===== config.mk =====
export PLATFORM = sky130hd
export DESIGN_NAME = tia_sr_bank
export DESIGN_NICKNAME = d
export VERILOG_FILES = /design/src/rtl/tia_sr_bank.sv
export SDC_FILE = /design/constraint.sdc
export NUM_CORES = 1
export LEC_CHECK = 0
export ABC_AREA = 1
export CAP_MARGIN = 0
export CORE_MARGIN = 2
export CORE_UTILIZATION = 43
export DETAILED_ROUTE_END_ITERATION = 12
export GPL_TIMING_DRIVEN = 0
export PLACE_DENSITY = 0.86
export SYNTH_ARGS = -nofsm -noshare
export SYNTH_HDL_FRONTEND = slang
export SYNTH_SLANG_ARGS = --single-unit

===== constraint.sdc =====
create_clock -name clock -period 6.2 [get_ports clock]
set_clock_uncertainty 0.2 [all_clocks]
set_input_delay 0.62 -clock clock [delete_from_list [all_inputs] [get_ports clock]]
set_output_delay 0.62 -clock clock [all_outputs]
set_load 0.1 [all_outputs]

===== src/rtl/tia_sr_bank.sv =====
// tia_sr_bank: bank of clocked set/reset flags with conflict modes,
// global clear, indexed readback, first-event capture and event counter.
//
// Ports:
//   clock, reset          system clock, synchronous active-high reset
//   set, rst              per-channel OR'd set/reset sources
//   clear_all             clears channels, first-event and counter
//   read_en, read_sel     registered single-bit readback request
//   q, q_bar, rise        flag state, its inverse, 0->1 pulse
//   read_data, read_valid readback result, one cycle after request
//   first_valid/first_idx lowest channel of the first rising cycle
//   event_count           saturating count of cycles with any rise
module tia_sr_bank #(
   parameter  int CHANNELS      = 15,
   parameter  int SET_SRC       = 2,
   parameter  int RST_SRC       = 2,
   parameter  int CONFLICT_MODE = 0,
   parameter  int CLEAR_ON_READ = 0,
   parameter  int CNT_WIDTH     = 8,
   localparam int SEL_W         = (CHANNELS > 1) ? $clog2(CHANNELS) : 1
) (
   input  logic                        clock,
   input  logic                        reset,
   input  logic [CHANNELS*SET_SRC-1:0] set,
   input  logic [CHANNELS*RST_SRC-1:0] rst,
   input  logic                        clear_all,
   input  logic                        read_en,
   input  logic [SEL_W-1:0]            read_sel,
   output logic [CHANNELS-1:0]         q,
   output logic [CHANNELS-1:0]         q_bar,
   output logic [CHANNELS-1:0]         rise,
   output logic                        read_data,
   output logic                        read_valid,
   output logic                        first_valid,
   output logic [SEL_W-1:0]            first_idx,
   output logic [CNT_WIDTH-1:0]        event_count
);

   localparam logic [SEL_W:0] CH_LIM = (SEL_W+1)'(CHANNELS);

   logic [CHANNELS-1:0] s_any;
   logic [CHANNELS-1:0] r_any;
   logic [CHANNELS-1:0] base;
   logic [CHANNELS-1:0] q_next;
   logic [CHANNELS-1:0] rise_next;
   logic                rd_hit;
   logic                rd_bit;
   logic                any_rise;
   logic [SEL_W-1:0]    lo_idx;

   // Conflict resolution against the (possibly cleared) base value.
   function automatic logic resolve(input logic b);
      logic v;
      v = b;
      unique case (CONFLICT_MODE)
         1:       v = 1'b1;
         2:       v = 1'b0;
         3:       v = ~b;
         default: v = b;
      endcase
      return v;
   endfunction

   always_comb begin
      s_any     = '0;
      r_any     = '0;
      base      = '0;
      q_next    = '0;
      rise_next = '0;
      lo_idx    = '0;
      rd_hit    = read_en && ({1'b0, read_sel} < CH_LIM);
      rd_bit    = rd_hit ? q[read_sel] : 1'b0;
      for (int c = 0; c < CHANNELS; c++) begin
         s_any[c] = |set[c*SET_SRC +: SET_SRC];
         r_any[c] = |rst[c*RST_SRC +: RST_SRC];
         // Clears only zero the base; the S/R evaluation still applies.
         base[c]  = q[c] & ~clear_all;
         if ((CLEAR_ON_READ != 0) && rd_hit && (read_sel == SEL_W'(c)))
            base[c] = 1'b0;
         unique case ({s_any[c], r_any[c]})
            2'b10:   q_next[c] = 1'b1;
            2'b01:   q_next[c] = 1'b0;
            2'b11:   q_next[c] = resolve(base[c]);
            default: q_next[c] = base[c];
         endcase
         rise_next[c] = q_next[c] & ~q[c];
      end
      // Scan downward so the lowest rising index is the one kept.
      for (int c = CHANNELS - 1; c >= 0; c--) begin
         if (rise_next[c])
            lo_idx = SEL_W'(c);
      end
      any_rise = |rise_next;
   end

   assign q_bar = ~q;

   always_ff @(posedge clock) begin
      if (reset) begin
         q           <= '0;
         rise        <= '0;
         read_data   <= 1'b0;
         read_valid  <= 1'b0;
         first_valid <= 1'b0;
         first_idx   <= '0;
         event_count <= '0;
      end else begin
         q          <= q_next;
         rise       <= rise_next;
         read_valid <= read_en;
         if (read_en)
            read_data <= rd_bit;
         if (clear_all) begin
            first_valid <= any_rise;
            first_idx   <= any_rise ? lo_idx : '0;
            event_count <= CNT_WIDTH'(any_rise);
         end else begin
            if (!first_valid && any_rise) begin
               first_valid <= 1'b1;
               first_idx   <= lo_idx;
            end
            if (any_rise && !(&event_count))
               event_count <= event_count + 1'b1;
         end
      end
   end

endmodule


* Word level (Yosys, flattened, before mapping) *
Cells that the tools add are included.

word-level totals
  bits in registers = 45
  latch bits = 0
  memory bits (writable) = 0
  bits in read-only memories = 0
  output and inout port bits = 60
  memories kept = 0

cells by class
  add/sub/neg operators = 1
  multipliers = 0
  divide/modulo/power cells = 0
  magnitude comparators = 2
  equal/unequal tests = 30
  shifts and indexed selects = 0
  multiplexer cells = 40
  bitwise gates (word level) = 47
  reduce and logical (&&, ||, !) cells = 40

operator list
  kind                   number
  $mux W4                18
  $reduce_or A2 Y1       31
  $and A1 B1 Y1          30
  $eq A2 B1 Y1 const B   15
  $eq A2 B2 Y1 const B   15
  $pmux W1 S2            15
  $not A1 Y1             16
  $not A15 Y15           1
  $reduce_or A15 Y1      1
  $add A8 B1 Y8 const B  1
  $reduce_and A8 Y1      1
  $mux W1                6
  $lt A4 B5 Y1 const B   1
  $bmux W1 S4            1
  $lt A4 B4 Y1 const B   1
  $reduce_bool A2 Y1     2
  $logic_and A1 B1 Y1    3
  $logic_not A1 Y1       2

* Logic depth before layout (Yosys ltp) *
  depth in word-level cells = 21
  depth in mapped cells = 19

* Worst setup path before layout *
No wires, ideal clock.

  path kind = reg-to-reg
  from = reg q[6]
  to = reg event_count[4]
  arrival time = 2.420 ns
  data required time = 5.835 ns
  slack = 3.415 ns
  stages on the path, launching flop included = 12
  buffers on the path = 0
  period minus slack after synthesis = 2.785 ns
  cell sequence = dfxtp_1 inv_2 nand3_2 nand2_2 nor2_4 nand2_4 nor2_8 nor2_4 nand3_2 nor2_2 o21ai_1 a21oi_1

between the ends
  longest elaborated chain between the ends = 5
  elaborated cells on any way between the ends = 6
  classes of those cells = mux (1); bitwise (3); reduce/logical (2)

RTL lines
  item                    line  text
  from (decl)             29    output logic [CHANNELS-1:0] q,
  from (signal assigned)  108   q <= q_next;
  $and A1 B1 Y1           77    base[c] = q[c] & ~clear_all;
  $pmux W1 S2             80    unique case ({s_any[c], r_any[c]})
  $and A1 B1 Y1 *         86    rise_next[c] = q_next[c] & ~q[c];
  $reduce_or A15 Y1 *     93    any_rise = |rise_next;
  $logic_and A1 B1 Y1 *   122   if (any_rise && !(&event_count))
  to (signal assigned)    116   event_count <= CNT_WIDTH'(any_rise);
  to (signal assigned)    123   event_count <= event_count + 1'b1;
  to (decl)               36    output logic [CNT_WIDTH-1:0] event_count

Every way passes the cells marked *; elsewhere a longest branch is shown, timed or not.
A chain may end at the register's enable or synchronous reset.

* Final worst setup path *
  from = in set[13]
  to = reg event_count[7]

between the ends
  longest elaborated chain between the ends = 6
  elaborated cells on any way between the ends = 7
  classes of those cells = eq/ne (2); mux (1); bitwise (1); reduce/logical (3)

RTL lines
  item                                          line  text
  from (decl)                                   24    input logic [CHANNELS*SET_SRC-1:0] set,
  $reduce_or A2 Y1 *                            74    s_any[c] = |set[c*SET_SRC +: SET_SRC];
  $eq A2 B1 Y1 or $eq A2 B2 Y1 (tied branches)  80
  $pmux W1 S2 *                                 80
  $and A1 B1 Y1 *                               86
  $reduce_or A15 Y1 *                           93
  $logic_and A1 B1 Y1 *                         122

Marks and branches as above.

==> insert_results.sql <==
INSERT INTO impl_metrics (metric_group, metric, value, unit) VALUES
('status', 'status', 'complete, no violations', ''),
('drt', 'initialDrtViolationCount', '138', ''),
('drt', 'detailedRoute.firstPassIterationCount', '4', ''),
('final_layout', 'fill_cells', '480', ''),
('power', 'internal-power', '0.4883', 'mW'),
('synth', 'synth.cell_area', '2479', 'µm²'),
('synth', 'ys_seq_elements', '45', ''),
('timing', 'max_slew.worst_pin.slew', '1.028', 'ns'),
('drt', 'drt-total-wl', '6.884', 'mm'),
('synth', 'synth.yosys.warnings', '0', ''),
('final_layout', 'layout.cell_area.non_filler', '3914', 'µm²'),
('floorplanning', 'io-pin-count', '128', ''),
('timing', 'maxClockFrequency', '364.7', 'MHz'),
('cts', 'holdBufCountCts', '0', ''),
('power', 'p_clk_share', '20.7', '%'),
('power', 'power_density', '208.0', 'nW/µm²'),
('cts', 'tritoncts', 'built', ''),
('placement', 'routabilityCongestion', '0.8103', ''),
('hold_path', 'hold_path_class', 'reg -> reg', ''),
('cts', 'cts_buffer_depth', '2', ''),
('worst_setup_path', 'cp-end-kind', 'flip-flop', ''),
('worst_setup_path', 'worst-path-buf-inv', '2', ''),
('global_routing', 'grt_first_pass_wirelength', '11.20', 'mm'),
('drt', 'vias', '2567', ''),
('timing', 'period_share', '44.23', '%'),
('final_layout', 'multi_input_area', '1398', 'µm²'),
('timing', 'finalSetupViolations', '0', ''),
('placement', 'placement.cell_area', '3840', 'µm²'),
('global_routing', 'grt_max_degree', '13', ''),
('worst_setup_path', 'r2r-start', 'event_count[0]$_SDFFE_PP0P_', ''),
('cts', 'clkSlewWorstSetupHoldPaths', '0.08', 'ns'),
('final_layout', 'n_diodes', '0', ''),
('worst_setup_path', 'cp_data_arrival_time', '2.72', 'ns'),
('worst_setup_path', 'timing_worst_setup_path_type', 'in -> reg', ''),
('power', 'power.total', '0.8139', 'mW'),
('drt', 'ant_nets', '0', ''),
('global_routing', 'grt_pass1_vias', '2495', ''),
('cts', 'cts_setup_buffers', '0', ''),
('global_routing', 'grt_overflow', '0', ''),
('floorplanning', 'rows', '27', ''),
('floorplanning', 'core-area', '5540', 'µm²'),
('power', 'total_switching_power', '0.3256', 'mW'),
('drt', 'routedWlPerCell', '13.29', 'µm'),
('final_layout', 'net_count_final', '531', ''),
('flow_run', 'max_cap_viol_count', '0', ''),
('worst_setup_path', 'worstRegToRegCells', '7', ''),
('power', 'flop_pwr_share', '38.3', '%'),
('final_layout', 'areaGrowthSynthToFinish', '57.90', '%'),
('final_layout', 'layout_cell_share_with_drive_strength_beyond_1', '19.06', '%'),
('final_layout', 'seqCellArea', '900.9', 'µm²'),
('worst_setup_path', 'crit_path_end', 'event_count[7]$_SDFFE_PP0P_', ''),
('global_routing', 'track_usage', '22.46', '%'),
('cts', 'maximum_level_of_the_cts_h_tree', '2', ''),
('cts', 'cts.repair.resized', '0', ''),
('final_layout', 'final-instance-count-excl-fill', '518', ''),
('worst_setup_path', 'cp_top_family', 'simple AND/OR/NAND/NOR gates', ''),
('worst_setup_path', 'cpPeakStageDelay', '0.40', 'ns'),
('placement', 'dp_cells', '512', ''),
('synth', 'synthCells', '313', ''),
('timing', 'timing.setup.tns', '0', 'ns'),
('worst_setup_path', 'critical_path.reg2reg.endpoint', 'event_count[0]$_SDFFE_PP0P_', ''),
('worst_setup_path', 'crit_slowest_cell', 'sky130_fd_sc_hd__clkdlybuf4s50_1', ''),
('cts', 'clock-root-buffer', 'sky130_fd_sc_hd__clkbuf_8', ''),
('synth', 'synth_cell_type_count', '30', ''),
('power', 'power.share.switching', '40.01', '%'),
('timing', 'worst_hold_slack', '0.2678', 'ns'),
('synth', 'sequential_area_share_after_synthesis', '36.35', '%'),
('timing', 'worst_slew_slack_as_a_fraction_of_its_limit', '31.28', '%'),
('worst_setup_path', 'setup.reg_to_reg.worst_slack', '4.26', 'ns'),
('floorplanning', 'dieArea', '6387', 'µm²'),
('worst_setup_path', 'cp-startpoint', 'set[13]', '');
==> synthesized netlist by cell type, drive strengths merged <==
master	number	area share, %
a31oi	2	0.50
or2	15	3.8
nor3	3	0.81
nand4	1	0.50
o32ai	11	3.9
nand3	19	7.1
a21oi	19	3.8
o21ai	25	5.2
xnor2	1	0.35
clkbuf	3	0.45
a211oi	1	0.30
nand3b	5	4.0
nand2	50	8.3
ha	16	8.1
dfxtp	45	36
inv	43	6.5
nor2	51	9.3
buf	2	0.30
o21bai	1	0.45
==> through the flow <==
stage	util (%)	setup slack (ns)
finish	70.64	3.458
global route	70.64	3.331
CTS	70.64	3.459
detailed placement	69.31	3.156
global placement	69.31	3.220
floorplan	-	3.415
==> routing by layer <==
metal | vias up | GRT usage [%] | wire length (µm)
li1 | 1301 | - | -
met1 | 1155 | 25.12 | 2706
met2 | 100 | 41.17 | 3497
met3 | 11 | 5.430 | 566
met4 | 0 | 7.627 | 113
met5 | - | 0 | 0
==> state kept, by name, indices dropped and copies added, names as in the netlist <==
signal,cells
q,15
rise,15
event_count,8
first_idx,4
first_valid,1
read_data,1
read_valid,1
==> cells in the final DEF, fill, tap and decap left out, types with 3 or more instances in the layout <==
cell type                         count
sky130_fd_sc_hd__a21oi_1             19
sky130_fd_sc_hd__clkbuf_1             3
sky130_fd_sc_hd__clkbuf_8             5
sky130_fd_sc_hd__clkdlybuf4s50_1    127
sky130_fd_sc_hd__dfxtp_1             45
sky130_fd_sc_hd__ha_1                16
sky130_fd_sc_hd__inv_1               12
sky130_fd_sc_hd__inv_2               31
sky130_fd_sc_hd__nand2_1             45
sky130_fd_sc_hd__nand2_2              4
sky130_fd_sc_hd__nand3_1              6
sky130_fd_sc_hd__nand3_2             11
sky130_fd_sc_hd__nand3b_4             5
sky130_fd_sc_hd__nor2_1              45
sky130_fd_sc_hd__nor2_2               3
sky130_fd_sc_hd__o21ai_0             18
sky130_fd_sc_hd__o21ai_1              6
sky130_fd_sc_hd__o32ai_1             11
sky130_fd_sc_hd__or2_2               15
==> how the worst min path moves through the flow <==
stage	from	endpoint	slack [ns]	depth (start not counted)
3_5_place_dp	first_idx[0]$_SDFFE_PP0P_	first_idx[0]$_SDFFE_PP0P_	0.26	2
5_1_grt	first_idx[3]$_SDFFE_PP0P_	first_idx[3]$_SDFFE_PP0P_	0.29	2
3_3_place_gp	first_idx[2]$_SDFFE_PP0P_	first_idx[2]$_SDFFE_PP0P_	0.25	2
4_1_cts	first_idx[0]$_SDFFE_PP0P_	first_idx[0]$_SDFFE_PP0P_	0.27	2
2_1_floorplan	clear_all	event_count[0]$_SDFFE_PP0P_	0.51	1
6_report	first_idx[0]$_SDFFE_PP0P_	first_idx[0]$_SDFFE_PP0P_	0.27	2
==> power groups by stage <==
| stage | Sequential (mW) | Clock (mW) | Combinational, mW |
|---|---|---|---|
| 3_3_place_gp | 0.318 | 0 | 0.327 |
| 4_1_cts | 0.312 | 0.170 | 0.335 |
| 3_5_place_dp | 0.319 | 0 | 0.333 |
| 6_report | 0.312 | 0.169 | 0.333 |
| 2_1_floorplan | 0.416 | 0 | 0.135 |
| 5_1_grt | 0.313 | 0.182 | 0.355 |
==> final cells by class <==
cell class,instances,area share [%]
clock inverters,1,0.1279
inverters,43,4.124
flip-flops and latches,45,23.02
plain buffers,5,0.4795
clock buffers,5,1.758
well taps,72,2.302
multi-input cells,220,35.71
repair buffers,127,32.48
==> worst reg2reg max path: cells and delay by family, from the launching register on <==
kind | cells | cell delay (ns)
fa+ha+maj | 1 | 0.25
xor+xnor | 1 | 0.15
simple gates | 3 | 0.47
flops | 1 | 0.40
compound gates | 2 | 0.39
==> cells by family (layout without fill, tap and decap cells) <==
kind of cell / count (synthesis) / in the layout / synth area share [%]
xor gates and xnor gates: 1 / 1 / 0.3534
adders and majority gates: 16 / 16 / 8.077
DFF: 45 / 45 / 36.35
AOI/OAI and AO/OA: 59 / 59 / 14.18
and+or+nand+nor: 144 / 144 / 33.77
buffers and inverters: 48 / 181 / 7.269
(Power assumes the default switching activity.)
